### config.mk
export PLATFORM = sky130hd
export DESIGN_NAME = tfc_actuated_ctrl
export DESIGN_NICKNAME = d
export VERILOG_FILES = /design/src/rtl/tfc_pkg.sv /design/src/rtl/tfc_phase_timer.sv /design/src/rtl/tfc_actuated_ctrl.sv
export SDC_FILE = /design/constraint.sdc
export NUM_CORES = 1
export LEC_CHECK = 0
export CAP_MARGIN = 15
export CORE_MARGIN = 5
export CORE_UTILIZATION = 35
export CTS_CLUSTER_DIAMETER = 150
export DETAILED_ROUTE_END_ITERATION = 6
export HOLD_SLACK_MARGIN = 0.1
export PLACE_DENSITY = 0.53
export SLEW_MARGIN = 25
export SYNTH_ARGS = -nofsm -noshare
export SYNTH_HDL_FRONTEND = slang
export SYNTH_SLANG_ARGS = --single-unit
### constraint.sdc
create_clock -name clk -period 3 [get_ports clk]
set_clock_uncertainty 0.15 [all_clocks]
set_input_delay 0.6 -clock clk [delete_from_list [all_inputs] [get_ports clk]]
set_output_delay 0.6 -clock clk [all_outputs]
set_load 0.03 [all_outputs]
### src/rtl/tfc_pkg.sv
// Shared encodings for the actuated intersection controller: light codes,
// phase states, served-direction tags and small state-to-lamp helpers.
package tfc_pkg;

  localparam logic [1:0] LT_RED = 2'b00;
  localparam logic [1:0] LT_YEL = 2'b01;
  localparam logic [1:0] LT_GRN = 2'b10;

  localparam logic DIR_NS = 1'b0;
  localparam logic DIR_EW = 1'b1;

  typedef enum logic [2:0] {
    NS_GRN = 3'd0,
    NS_YEL = 3'd1,
    ALLRED = 3'd2,
    EW_GRN = 3'd3,
    EW_YEL = 3'd4,
    WALK   = 3'd5
  } state_e;

  function automatic logic [1:0] ns_light(state_e s);
    case (s)
      NS_GRN:  return LT_GRN;
      NS_YEL:  return LT_YEL;
      default: return LT_RED;
    endcase
  endfunction

  function automatic logic [1:0] ew_light(state_e s);
    case (s)
      EW_GRN:  return LT_GRN;
      EW_YEL:  return LT_YEL;
      default: return LT_RED;
    endcase
  endfunction

  function automatic state_e green_of(logic dir);
    return (dir == DIR_NS) ? NS_GRN : EW_GRN;
  endfunction

endpackage

### src/rtl/tfc_phase_timer.sv
// Tick-enabled phase timer: clears when a new state is entered, otherwise
// counts ticks and saturates; e is the count this tick would produce.
module tfc_phase_timer #(
  parameter int CNT_W   = 8,
  parameter int MAX_CNT = 12
) (
  input  logic             clk,
  input  logic             rst_n,
  input  logic             tick,
  input  logic             clr,
  output logic [CNT_W-1:0] e
);

  localparam logic [CNT_W-1:0] MAX_C = CNT_W'(MAX_CNT);

  logic [CNT_W-1:0] cnt_q, cnt_d;

  assign e = cnt_q + CNT_W'(1);

  always_comb begin
    cnt_d = cnt_q;
    if (tick) cnt_d = clr ? '0 : ((e >= MAX_C) ? MAX_C : e);
  end

  always_ff @(posedge clk or negedge rst_n) begin
    if (!rst_n) cnt_q <= '0;
    else        cnt_q <= cnt_d;
  end

endmodule

### src/rtl/tfc_actuated_ctrl.sv
// Actuated NS/EW/pedestrian phase scheduler with sensor-driven green
// extension, yellow and all-red clearance, and a latched walk request.
module tfc_actuated_ctrl
  import tfc_pkg::*;
#(
  parameter int MIN_GREEN = 4,
  parameter int MAX_GREEN = 12,
  parameter int YELLOW_T  = 3,
  parameter int ALLRED_T  = 1,
  parameter int WALK_T    = 6,
  parameter int CNT_W     = 8
) (
  input  logic       clk,
  input  logic       rst_n,
  input  logic       tick,
  input  logic       ns_car,
  input  logic       ew_car,
  input  logic       ped_req,
  output logic [1:0] NS,
  output logic [1:0] EW,
  output logic       walk,
  output logic [2:0] phase
);

  localparam logic [CNT_W-1:0] MIN_G  = CNT_W'(MIN_GREEN);
  localparam logic [CNT_W-1:0] MAX_G  = CNT_W'(MAX_GREEN);
  localparam logic [CNT_W-1:0] YEL_C  = CNT_W'(YELLOW_T);
  localparam logic [CNT_W-1:0] AR_C   = CNT_W'(ALLRED_T);
  localparam logic [CNT_W-1:0] WALK_C = CNT_W'(WALK_T);

  state_e           state_q, state_d;
  logic             last_q, last_d;
  logic             ped_pend_q, ped_pend_d;
  logic [1:0]       ns_q, ns_d, ew_q, ew_d;
  logic             walk_q, walk_d;
  logic [CNT_W-1:0] e;
  logic             opp_car, last_car;

  tfc_phase_timer #(.CNT_W(CNT_W), .MAX_CNT(MAX_GREEN)) u_timer (
    .clk   (clk),
    .rst_n (rst_n),
    .tick  (tick),
    .clr   (state_d != state_q),
    .e     (e)
  );

  always_comb begin
    state_d  = state_q;
    last_d   = last_q;
    opp_car  = (last_q == DIR_NS) ? ew_car : ns_car;
    last_car = (last_q == DIR_NS) ? ns_car : ew_car;
    if (tick) begin
      case (state_q)
        NS_GRN: if ((ew_car || ped_pend_q) && ((e >= MIN_G && !ns_car) || e >= MAX_G))
                  state_d = NS_YEL;
        NS_YEL: if (e == YEL_C) begin
                  state_d = ALLRED;
                  last_d  = DIR_NS;
                end
        EW_GRN: if ((ns_car || ped_pend_q) && ((e >= MIN_G && !ew_car) || e >= MAX_G))
                  state_d = EW_YEL;
        EW_YEL: if (e == YEL_C) begin
                  state_d = ALLRED;
                  last_d  = DIR_EW;
                end
        // Walk first, then alternate, unless only the last-served side is waiting.
        ALLRED: if (e == AR_C) begin
                  if (ped_pend_q)                state_d = WALK;
                  else if (!opp_car && last_car) state_d = green_of(last_q);
                  else                           state_d = green_of(!last_q);
                end
        WALK:   if (e == WALK_C) state_d = ALLRED;
        default: state_d = ALLRED;
      endcase
    end
    // A press on the walk-entry cycle survives, earning another walk later.
    ped_pend_d = ped_req || (ped_pend_q && !(state_d == WALK && state_q != WALK));
    ns_d       = ns_light(state_d);
    ew_d       = ew_light(state_d);
    walk_d     = (state_d == WALK);
  end

  always_ff @(posedge clk or negedge rst_n) begin
    if (!rst_n) begin
      state_q    <= ALLRED;
      last_q     <= DIR_EW;
      ped_pend_q <= 1'b0;
      ns_q       <= LT_RED;
      ew_q       <= LT_RED;
      walk_q     <= 1'b0;
    end else begin
      state_q    <= state_d;
      last_q     <= last_d;
      ped_pend_q <= ped_pend_d;
      ns_q       <= ns_d;
      ew_q       <= ew_d;
      walk_q     <= walk_d;
    end
  end

  assign NS    = ns_q;
  assign EW    = ew_q;
  assign walk  = walk_q;
  assign phase = state_q;

endmodule

==> results of run 1 <==
[area by class of cell]
| type | count | area share, % |
|---|---|---|
| multi-input cells | 108 | 49.39 |
| flip-flops and latches | 18 | 29.36 |
| repair buffers | 20 | 11.84 |
| well taps | 48 | 3.893 |
| clock buffers | 4 | 3.569 |
| inverters | 8 | 1.946 |
[critical path, cell delays in order (launching register included)]
cell,delay [ns]
dfrtp_1,0.38
ha_1,0.33
nor3_2,0.30
a41o_1,0.21
a32oi_1,0.12
a221oi_1,0.47
or3_1,0.17
o21ai_1,0.11
and4b_1,0.20
a22o_1,0.19
[through the flow]
step | std cells | hold WS, ns | instance area [sq um] | worst slack, ns | utilization, %
2_1_floorplan | 140 | 0.1544 | 1279 | 0.4524 | -
3_3_place_gp | 202 | 0.3549 | 1488 | 0.1143 | 41.26
6_report | 206 | 0.3680 | 1543 | 0.2724 | 42.78
5_1_grt | 206 | 0.3914 | 1543 | 0.07281 | 42.78
3_5_place_dp | 202 | 0.3543 | 1488 | 0.1151 | 41.26
4_1_cts | 206 | 0.3766 | 1543 | 0.2781 | 42.78
[flip-flops by register name (all words and copies together), names as in the netlist]
signal and flops:
ped_pend_q 1, u_timer.cnt_q 8, EW 2, phase 3
walk 1, NS 2, last_q 1
[worst paths after layout]
| check | end | cells after the start | slack [ns] |
|---|---|---|---|
| min in group asynchronous | u_timer.cnt_q[2] | 1 | 0.66 |
| worst min register to register | u_timer.cnt_q[6] | 1 | 0.37 |
| max in group asynchronous | ped_pend_q | 1 | 1.55 |
| worst min-delay path | u_timer.cnt_q[6] | 1 | 0.37 |
| worst max-delay path | u_timer.cnt_q[0] | 9 | 0.27 |
| worst max register to register | u_timer.cnt_q[0] | 9 | 0.27 |
[layout by cell type (no fill, tap or decap), drive strengths merged, types with 6 or more instances in the layout]
master          n
buf             7
inv             8
nand2           8
o21ai           7
nor3            6
nor2           12
dfrtp          16
clkdlybuf4s50  13
a21oi           8
nor2b           7
nand3           7
[power breakdown]
group / internal [mW] / switching, mW
Combinational: 0.292 / 0.407
Sequential: 0.305 / 0.0689
Clock: 0.117 / 0.0804
[cell families after synthesis]
logic type      Yosys count  synth area share, %
compound gates           40                24.56
mux                       1               0.7828
fa+ha+maj                 5                4.697
simple gates             61                28.28
flops                    18                35.42
buf+inv                  14                4.990
xor+xnor                  1                1.272
[routing by layer]
| layer | share of wire, % | wire length [um] |
|---|---|---|
| met1 | 46 | 1381 |
| met5 | 0 | 0 |
| met4 | 2.9 | 87 |
| met2 | 44 | 1341 |
| met3 | 7.1 | 216 |
==> run metrics, run 1 <==
Final period util=90.92%; area leader, netlist=dfrtp_1; largest net degree at the start of global routing=19; DR iter-0 viols=roughly 110; Hold Crit Start=u_timer.cnt_q[6]; vias in the first global route=1,172; EDFF count, synth=0; Multi-input gate area=762.0 sq um; total grt overflow=0; Core Footprint=0.003606 sq mm; DR vias/cell=5.549; initial antenna violation count=0; Synth Flop Type=dfrtp_1; most frequent cell after synthesis=dfrtp_1; # hold bufs at CTS=0; Hold Fails Final Rpt=0; RSZ-0062 raised after global routing=false; FF/Latch Area=roughly 450 sq um; Crit. Startpoint=u_timer.cnt_q[0]; DPL Wire Length=2298 um; CTS tree=yes; worst path arrival time=2.72 ns; Leak=0.6320 nW; Async SR Flop Fraction=100.0%; Max clock buf depth=2; wire length of the first global-routing pass=5499 um; post-synthesis sequential area ratio=35.42%; Critical Path Fanout Max=10; Avg WL per Cell=14.69 um; Post-Synthesis Cells=140; clock buffer count from CTS=3; port bufs=13; M1 GR Usage=18.36%; clock latency at the later pin of the worst-skew pair=0.25 ns; power density over the cells=822.8 mW/mm^2; Ant. Diodes=0; #FFs+latches synth=18; Yosys top cell area share=31.31%; crit path launch type=flip-flop; Area Growth Syn to Fin=20.65%; Achievable Freq=0.3666 GHz; Yosys Warn Count=0; Fill cells=about 340; Mapped Nets=150; syn avg cell area=9.134 sq um; clock root cell=clkbuf_8; # DRC=0; CTS clk-pin slew, worst paths=around 0.070 ns; Site Rows=22; post-CTS setup buffers=0; Initial DRT Pass Iterations=4; total clock sinks=18; share of layout cells above drive strength 1=16.46%; Setup-failing EPs final=0; TNS Setup=0 ns; Top-Level Pins=14; GRT met3 Usage=3.309%; Detailed Route WL=3027 um; critical path type=flip-flop to flip-flop; CTS-repair resized insts=0; met2 Use GR=about a fifth; Slew headroom=around 47%; Slew Viols, Final=0; remaining antenna violation count=0; Die Width=70.45 um; GRT Max-Usage Layer=met2; critical path capture point type=flip-flop; reported max-cap violation count=0; nets@finish=between 150 and 200; Routability Congestion=just over 0.9; GRT Util Overall=13.76%; Critical Path RT=2.99 ns; total power draw=1.269 mW; Vert. Die Dim=70.45 um; DR vias=around 1,100; Post-Syn Area=0.001279 sq mm; Starting Density=35.46%; die area=approximately 0.005 sq mm; r2r startpoint=u_timer.cnt_q[0]; ranking of synthesized cells by area=dfrtp_1 (31%), dfstp_2 (4.1%), ha_1 (3.9%); top cells by count, synth=dfrtp_1 (16), nor2_1 (12), nand2_1 (8); Least-Margin Pin Slew=0.7978 ns; status=finished clean; Final min period=2.728 ns; post-synthesis cell type count=52; VDD IR-drop max=500.5 uV; type of the most critical hold path=flip-flop to flip-flop; H-tree lvl count=1
Power figures use the tool's default switching activity.
==> inputs of run 2 (changes only) <==
- GPL_ROUTABILITY_DRIVEN: unset -> 0
==> results of run 2 <==
Final layout, timing and power as in run 1 (identical DEF).
